$ cat config.mk
export PLATFORM = sky130hd
export DESIGN_NAME = sync_normalizer_flat
export DESIGN_NICKNAME = d
export VERILOG_FILES = /design/src/rtl/sync_pkg.sv /design/src/rtl/sync_normalizer_if.sv /design/src/rtl/sync_glitch_filter.sv /design/src/rtl/sync_normalizer.sv /design/src/flat_wrapper.sv
export SDC_FILE = /design/constraint.sdc
export NUM_CORES = 1
export LEC_CHECK = 0
export BUFFER_PORTS_ARGS = -buffer_cell sky130_fd_sc_hd__buf_4
export CORE_MARGIN = 8
export CORE_UTILIZATION = 45
export DETAILED_ROUTE_END_ITERATION = 12
export GPL_TIMING_DRIVEN = 0
export HOLD_SLACK_MARGIN = 0.05
export REMOVE_ABC_BUFFERS = 1
export SLEW_MARGIN = 20
export SYNTH_ARGS = -nofsm -noshare
export SYNTH_HDL_FRONTEND = slang
export SYNTH_SLANG_ARGS = --single-unit
$ cat constraint.sdc
create_clock -name clk_50mhz_in -period 5.4 [get_ports clk_50mhz_in]
set_input_delay 0 -clock clk_50mhz_in [delete_from_list [all_inputs] [get_ports clk_50mhz_in]]
set_output_delay 0 -clock clk_50mhz_in [all_outputs]
set_load 0.1 [all_outputs]
$ cat src/rtl/sync_pkg.sv
// Shared definitions for the sync normalizer: lock-FSM state encoding, the
// default counter width and a saturating increment helper.
package sync_pkg;

  localparam int CNT_W_DEF = 20;

  localparam logic [1:0] ST_UNLOCKED = 2'd0;
  localparam logic [1:0] ST_ACQUIRE  = 2'd1;
  localparam logic [1:0] ST_LOCKED   = 2'd2;
  localparam logic [1:0] ST_HOLD     = 2'd3;

  typedef enum logic [1:0] {
    UNLOCKED = ST_UNLOCKED,
    ACQUIRE  = ST_ACQUIRE,
    LOCKED   = ST_LOCKED,
    HOLD     = ST_HOLD
  } lock_state_e;

  function automatic logic [31:0] sat_inc(input logic [31:0] v, input logic [31:0] max_v);
    return (v >= max_v) ? max_v : v + 32'd1;
  endfunction

endpackage

$ cat src/rtl/sync_normalizer_if.sv
// Signal bundle between the sync polarity detector side and the timing
// generator side of the sync normalizer.
interface sync_normalizer_if #(
  parameter int CNT_W = 20
);
  logic             sync_in;
  logic             positive_polarity_in;
  logic             sync_out;
  logic             sync_start_out;
  logic [CNT_W-1:0] period_out;
  logic [CNT_W-1:0] width_out;
  logic             locked_out;

  modport master (
    output sync_in, positive_polarity_in,
    input  sync_out, sync_start_out, period_out, width_out, locked_out
  );

  modport slave (
    input  sync_in, positive_polarity_in,
    output sync_out, sync_start_out, period_out, width_out, locked_out
  );
endinterface

$ cat src/rtl/sync_glitch_filter.sv
// Level filter: the output follows the input only after the input has held a
// new level for GLITCH_CYC consecutive cycles; shorter excursions are dropped.
module sync_glitch_filter #(
  parameter int GLITCH_CYC = 3
) (
  input  logic clk_50mhz_in,
  input  logic reset,
  input  logic level_in,
  output logic level_out
);
  localparam int CW = $clog2(GLITCH_CYC + 1);

  logic [CW-1:0] stable_cnt;

  always_ff @(posedge clk_50mhz_in or posedge reset) begin
    if (reset) begin
      level_out  <= 1'b0;
      stable_cnt <= '0;
    end else if (level_in == level_out) begin
      stable_cnt <= '0;
    end else if (stable_cnt == CW'(GLITCH_CYC - 1)) begin
      level_out  <= level_in;
      stable_cnt <= '0;
    end else begin
      stable_cnt <= stable_cnt + CW'(1);
    end
  end
endmodule

$ cat src/rtl/sync_normalizer.sv
// Sync normalizer: polarity-corrects raw sync, measures period/width and runs
// the lock FSM. Optional input glitch filter: SYNC_NORMALIZER_GLITCH_FILTER_EN.
module sync_normalizer
  import sync_pkg::*;
#(
  parameter int CNT_W      = CNT_W_DEF,
  parameter int TOL        = 8,
  parameter int LOCK_COUNT = 16,
`ifdef SYNC_NORMALIZER_GLITCH_FILTER_EN
  parameter int GLITCH_CYC = 3,
`endif
  parameter int MISS_LIMIT = 4
) (
  input logic              clk_50mhz_in,
  input logic              reset,
  sync_normalizer_if.slave bus
);
  localparam logic [31:0] CNT_MAX = (32'd1 << CNT_W) - 32'd1;
  localparam int MC_W = $clog2(LOCK_COUNT + 1);
  localparam int MS_W = $clog2(MISS_LIMIT + 1);

  logic sync_p0, sync_p1, pol_p1;
  logic n_raw, acc, pol_chg;
  logic sync_q, start_q, armed_q, have_edge_q, locked_q;
  logic lead, trail, timeout, new_per, match;
  logic [CNT_W-1:0] pcnt_q, wcnt_q, pcnt_inc, wcnt_inc;
  logic [CNT_W-1:0] period_q, width_q, ref_q, ref_d;
  logic [CNT_W:0]   diff, abs_diff;
  lock_state_e      st_q, st_d;
  logic [MC_W-1:0]  mc_q, mc_d;
  logic [MS_W-1:0]  ms_q, ms_d;

  // Stage p0/p1: two-flop synchronizer for the asynchronous sync input
  always_ff @(posedge clk_50mhz_in or posedge reset) begin
    if (reset) begin
      sync_p0 <= 1'b0;
      sync_p1 <= 1'b0;
      pol_p1  <= 1'b0;
    end else begin
      sync_p0 <= bus.sync_in;
      sync_p1 <= sync_p0;
      pol_p1  <= bus.positive_polarity_in;
    end
  end

  assign n_raw   = sync_p1 ^ ~bus.positive_polarity_in;
  assign pol_chg = bus.positive_polarity_in ^ pol_p1;

`ifdef SYNC_NORMALIZER_GLITCH_FILTER_EN
  sync_glitch_filter #(.GLITCH_CYC(GLITCH_CYC)) u_glitch_filter (
    .clk_50mhz_in (clk_50mhz_in),
    .reset        (reset),
    .level_in     (n_raw),
    .level_out    (acc)
  );
`else
  assign acc = n_raw;
`endif

  assign lead     = ~pol_chg & armed_q & acc & ~sync_q;
  assign trail    = ~pol_chg & armed_q & ~acc & sync_q;
  assign timeout  = ~pol_chg & ~lead & (pcnt_q == CNT_MAX[CNT_W-1:0]);
  assign new_per  = lead & have_edge_q;
  assign pcnt_inc = CNT_W'(sat_inc(32'(pcnt_q), CNT_MAX));
  assign wcnt_inc = CNT_W'(sat_inc(32'(wcnt_q), CNT_MAX));
  assign diff     = {1'b0, pcnt_inc} - {1'b0, ref_q};
  assign abs_diff = diff[CNT_W] ? (~diff + (CNT_W+1)'(1)) : diff;
  assign match    = abs_diff <= (CNT_W+1)'(TOL);

  // Stage p2: accepted level, edge strobes and period/width measurement.
  // After a polarity flip nothing is accepted until the level reads idle,
  // so the inverted level never produces a leading edge of its own.
  always_ff @(posedge clk_50mhz_in or posedge reset) begin
    if (reset) begin
      sync_q      <= 1'b0;
      start_q     <= 1'b0;
      armed_q     <= 1'b0;
      have_edge_q <= 1'b0;
      pcnt_q      <= '0;
      wcnt_q      <= '0;
      period_q    <= '0;
      width_q     <= '0;
    end else if (pol_chg) begin
      sync_q      <= 1'b0;
      start_q     <= 1'b0;
      armed_q     <= 1'b0;
      have_edge_q <= 1'b0;
      pcnt_q      <= '0;
      wcnt_q      <= '0;
    end else begin
      if (!armed_q && !acc && !n_raw) armed_q <= 1'b1;
      sync_q  <= armed_q & acc;
      start_q <= lead;
      if (lead) begin
        pcnt_q      <= '0;
        wcnt_q      <= '0;
        have_edge_q <= 1'b1;
        if (have_edge_q) period_q <= pcnt_inc;
      end else begin
        pcnt_q <= pcnt_inc;
        if (timeout) have_edge_q <= 1'b0;
        if (armed_q && acc) wcnt_q <= wcnt_inc;
      end
      if (trail) width_q <= wcnt_inc;
    end
  end

  // Lock FSM. The reference period only follows periods that were trusted, so
  // a run of identical off-frequency lines keeps counting as misses in HOLD.
  always_comb begin
    st_d  = st_q;
    mc_d  = mc_q;
    ms_d  = ms_q;
    ref_d = ref_q;
    if (pol_chg || timeout) begin
      st_d = UNLOCKED;
    end else if (new_per) begin
      case (st_q)
        UNLOCKED: begin
          st_d  = ACQUIRE;
          mc_d  = '0;
          ref_d = pcnt_inc;
        end
        ACQUIRE: begin
          ref_d = pcnt_inc;
          if (!match)                                  mc_d = '0;
          else if (mc_q + MC_W'(1) == MC_W'(LOCK_COUNT - 1)) st_d = LOCKED;
          else                                         mc_d = mc_q + MC_W'(1);
        end
        LOCKED: begin
          if (match) begin
            ref_d = pcnt_inc;
          end else begin
            st_d = HOLD;
            ms_d = MS_W'(1);
          end
        end
        HOLD: begin
          if (match) begin
            st_d  = LOCKED;
            ms_d  = '0;
            ref_d = pcnt_inc;
          end else if (ms_q == MS_W'(MISS_LIMIT - 1)) begin
            st_d = UNLOCKED;
          end else begin
            ms_d = ms_q + MS_W'(1);
          end
        end
      endcase
    end
  end

  always_ff @(posedge clk_50mhz_in or posedge reset) begin
    if (reset) begin
      st_q     <= UNLOCKED;
      mc_q     <= '0;
      ms_q     <= '0;
      ref_q    <= '0;
      locked_q <= 1'b0;
    end else begin
      st_q     <= st_d;
      mc_q     <= mc_d;
      ms_q     <= ms_d;
      ref_q    <= ref_d;
      locked_q <= (st_d == LOCKED) || (st_d == HOLD);
    end
  end

  assign bus.sync_out       = sync_q;
  assign bus.sync_start_out = start_q;
  assign bus.period_out     = period_q;
  assign bus.width_out      = width_q;
  assign bus.locked_out     = locked_q;

endmodule
$ cat src/flat_wrapper.sv
// flat-port wrapper written by rule: the top's interface ports become plain ports
module sync_normalizer_flat import sync_pkg::*;
#(
  parameter int CNT_W      = CNT_W_DEF,
  parameter int TOL        = 8,
  parameter int LOCK_COUNT = 16,

  parameter int MISS_LIMIT = 4
)
  (clk_50mhz_in, reset, bus_sync_in, bus_positive_polarity_in, bus_sync_out, bus_sync_start_out, bus_period_out, bus_width_out, bus_locked_out);
  sync_normalizer_if #(.CNT_W(CNT_W)) bus_i ();
  input logic clk_50mhz_in;
  input logic reset;
  input wire logic [$bits(bus_i.sync_in)-1:0] bus_sync_in;
  input wire logic [$bits(bus_i.positive_polarity_in)-1:0] bus_positive_polarity_in;
  output wire logic [$bits(bus_i.sync_out)-1:0] bus_sync_out;
  output wire logic [$bits(bus_i.sync_start_out)-1:0] bus_sync_start_out;
  output wire logic [$bits(bus_i.period_out)-1:0] bus_period_out;
  output wire logic [$bits(bus_i.width_out)-1:0] bus_width_out;
  output wire logic [$bits(bus_i.locked_out)-1:0] bus_locked_out;
  assign bus_i.sync_in = bus_sync_in;
  assign bus_i.positive_polarity_in = bus_positive_polarity_in;
  assign bus_sync_out = bus_i.sync_out;
  assign bus_sync_start_out = bus_i.sync_start_out;
  assign bus_period_out = bus_i.period_out;
  assign bus_width_out = bus_i.width_out;
  assign bus_locked_out = bus_i.locked_out;
  sync_normalizer #(.CNT_W(CNT_W), .TOL(TOL), .LOCK_COUNT(LOCK_COUNT), .MISS_LIMIT(MISS_LIMIT)) u_core (.clk_50mhz_in(clk_50mhz_in), .reset(reset), .bus(bus_i));
endmodule
==> key figures <==
Setup path
  • CP Launch Type: register
  • Endpoint class of the critical path: register
  • CP startpoint: u_core.pcnt_q[0]
  • Number of cells on the worst reg-to-reg path: 21
  • CP required: 5.73 ns
  • Setup CP Type: register to register
  • Worst R2R End: u_core.mc_q[3]
  • CP max FO: 7
  • Worst R2R Start: u_core.pcnt_q[0]
  • Critical Path AT: 5.85 ns
  • Reg2reg setup slack: -0.12 ns

Routing
  • Detailed Routing Iterations Pass 1: 5
  • Post-route DRC: 0
  • Antenna viol nets, final: 0
  • Avg WL per Cell: 16.2 um
  • Vias: ~7,000
  • Initial DRC count: 382
  • WL final: 19,700 um
  • Vias/cell: 5.71

Timing
  • RSZ-0062 raised after global routing: true
  • Final Slew Violations: 0
  • Worst Slack Setup Final: -0.119 ns
  • Skew final: 0.0150 ns
  • # setup viols final: 15
  • Slew @ Worst Pin: around 1.1 ns
  • Final Hold Viols: 0
  • Max-slew headroom: 28.7%
  • Fmax: 181 MHz
  • Setup TNS: -0.791 ns
  • Fin crit share: 102%
  • Fin crit period: 5.52 ns

Yosys
  • Ys async rst share: 100%
  • Post-synth EDFFs: 0
  • Yosys warnings: 0
  • Avg Inst Size Synth: between 8 and 9 um^2
  • #FFs+latches synth: ~120
  • Synth area leader: dfrtp_1
  • Synth top area cells: dfrtp_1, nand2_1, ha_1
  • Post-Syn Area: 7730 um^2
  • Post-Syn Instances: 914
  • Top_reg_cell synth: dfrtp_1
  • Yosys cell types: 73
  • Synth top area share: a little under two fifths
  • Post-synthesis sequential area ratio: about two fifths

Clocking
  • Htree depth: 4
  • Clk_lat worst skew: between 0.4 and 0.5 ns
  • Longest Clk Path Bufs: 2
  • CTS Buf Count: 17
  • CTS tree: built
  • Root Driver: clkbuf_16
  • CTS Sinks: 118
  • Clock transition at path regs: approximately 0.060 ns

Floorplan
  • Initial Util: between 40% and 50%
  • Core area: between 15,000 and 20,000 um^2
  • Num ports: 47
  • Chip Height: between 100 and 150 um
  • DIE AREA: 21,600 um^2
  • Die width: 147 um
  • Row Count: 48

Placement
  • Post-Place Setup Slack: -1.99 ns
  • Post-DP HPWL: 13,300 um
  • Placed cells: 1,146
  • PortBufs: 46
  • Placer Congestion: 0.836

Global route
  • Number of global-route vias before repair: 6,491
  • Initial antenna violation count: 0
  • First-pass GRT wire length: 32,200 um
  • Global route overflow: 0
  • GR Util All Layers: 17.9%
  • Largest net degree at the start of global routing: 71

Outcome
  • Outcome: finished, violations left
  • Failing checks: setup timing

Cells and area
  • Area Growth Syn to Fin: 25.5%
  • NumNets Final: 1,010
  • Antenna Cells: 0
  • Finished Layout Cells: around 1,200
  • Fillers: 1,528
  • Layout cell share with drive strength beyond 1: ~21%

Worst hold path
  • Type of the worst min-delay path: input port to asynchronous set/reset pin

Power and ir drop
  • Peak VDD IR: about 0.37 mV
  • Leak: 0.00448 uW
  • PD cells: 398 nW/um^2

Run
  • Max Cap Violations: 0
## layout by cell type (no fill, tap or decap), types with 5 or more instances in the layout
master / instances
a21o_1: 12
a21oi_1: 46
a21oi_2: 7
a221o_1: 16
a22oi_1: 9
a31oi_1: 23
and2_1: 12
and3_1: 19
and3_4: 6
and4_1: 5
buf_4: 77
buf_6: 5
clkbuf_16: 18
dfrtp_1: 118
ha_1: 12
ha_2: 5
ha_4: 9
inv_1: 49
mux2i_1: 19
nand2_1: 126
nand2_2: 7
nand2b_1: 6
nand3_1: 27
nand3b_1: 5
nand4_1: 13
nor2_1: 66
nor3_1: 10
o211ai_1: 8
o21ai_0: 53
o21ai_1: 6
o21ai_2: 5
or4_1: 5
xnor2_1: 30
xor2_1: 18
## metrics by stage
step	hold WS [ns]	area, um^2	utilization, %	total power (uW)
after detailed placement	0.0785	8320	48.8	2530
final	0.175	9700	56.9	3860
after global routing	0.221	9700	56.9	4060
after global placement	0.111	8150	47.8	2510
after floorplan	0.0314	7520	-	2230
after CTS	0.179	9380	55.0	3820
## state kept, by name, summed over array words and instances (netlist names)
signal                     cells
u_core.bus.sync_start_out      1
u_core.pol_p1                  1
u_core.sync_p0                 1
u_core.st_q                    2
u_core.bus.width_out          20
u_core.wcnt_q                 20
u_core.bus.period_out         20
u_core.sync_p1                 1
u_core.ref_q                  20
u_core.pcnt_q                 20
u_core.bus.sync_out            1
u_core.bus.locked_out          1
u_core.armed_q                 1
u_core.mc_q                    5
u_core.have_edge_q             1
u_core.ms_q                    3
## per-layer routing
layer | part of all wire [%] | track usage (%) | vias up
met5 | 0 | 0 | -
met4 | 1.7 | 6.94 | 0
met3 | 3.5 | 3.45 | 20
met2 | 48 | 28.9 | 137
met1 | 47 | 23.2 | 3383
li1 | - | - | 3411
## Yosys cell counts, drive strengths merged, types with 5 or more instances
library cell and n:
o21ai 64, and4 6, o211a 5, nand3 31
a31oi 23, nand3b 5, o211ai 8, nor2 69
or4 7, xnor2 31, a21o 12, ha 26
xor2 21, clkbuf 40, inv 52, mux2i 20
a221o 16, buf 7, nand4 13, and2 13
mux2 6, a22oi 10, and3 25, nand2 136
nor3 10, dfrtp 118, a21oi 54, nand2b 7
o31ai 5, or3 6
## worst max-delay path by stage
stage / end / slack (ns)
global route: u_core.mc_q[3] / -0.30
floorplan: u_core.mc_q[3] / -1.68
finish: u_core.mc_q[3] / -0.12
CTS: u_core.mc_q[3] / -0.03
detailed placement: u_core.mc_q[3] / -1.99
global placement: u_core.mc_q[3] / -3.46
## report_power, final
group          switching (uW)  total [uW]  internal (uW)
combinational            1060        1640            575
clock                     394        1150            760
sequential               82.6        1070            987
total                    1540        3860           2320
## layout make-up
cell class | instances | area, um^2 | share of cell area, %
clock buffers | 24 | 482 | 4.96
clock inverters | 8 | 121 | 1.25
inverters | 52 | 203 | 2.09
multi-input cells | 698 | 4840 | 49.9
flip-flops and latches | 118 | 2950 | 30.4
well taps | 225 | 282 | 2.90
repair buffers | 92 | 820 | 8.45
## critical path, stage by stage, from the launching register on
cell,delay [ns]
dfrtp_1,0.38
ha_2,0.20
and3_4,0.18
and3_4,0.18
and3_4,0.20
nand2_4,0.05
or3_4,0.47
buf_4,0.18
nand2b_4,0.12
ha_4,0.23
nor2b_1,0.16
o21a_2,0.28
or3_4,0.38
a2111oi_4,0.41
and3_4,0.26
and3b_1,0.16
o32ai_1,0.09
nor4_1,0.35
nand4_1,0.21
buf_6,0.19
or4_4,0.56
o31ai_2,0.19
## cell families (layout without fill, tap and decap cells)
logic type | after synthesis | in the layout | synth area share, %
flops | 118 | 118 | 38.2
simple gates | 350 | 351 | 21.9
xor+xnor | 52 | 52 | 5.89
mux | 26 | 26 | 3.46
fa+ha+maj | 27 | 27 | 4.47
buf+inv | 99 | 176 | 5.18
compound gates | 242 | 242 | 20.9
## repair_timing
item | 4_1_cts | 5_1_grt
pin swaps | 23 | 18
endpoints found under the setup margin | 31 | 30
resized for setup | 60 | 43
hold buffers | 3 | 0
gates cloned | 1 | 1
endpoints found under the hold margin | 51 | 0
setup buffers | 22 | 13
Power figures use the tool's default switching activity.
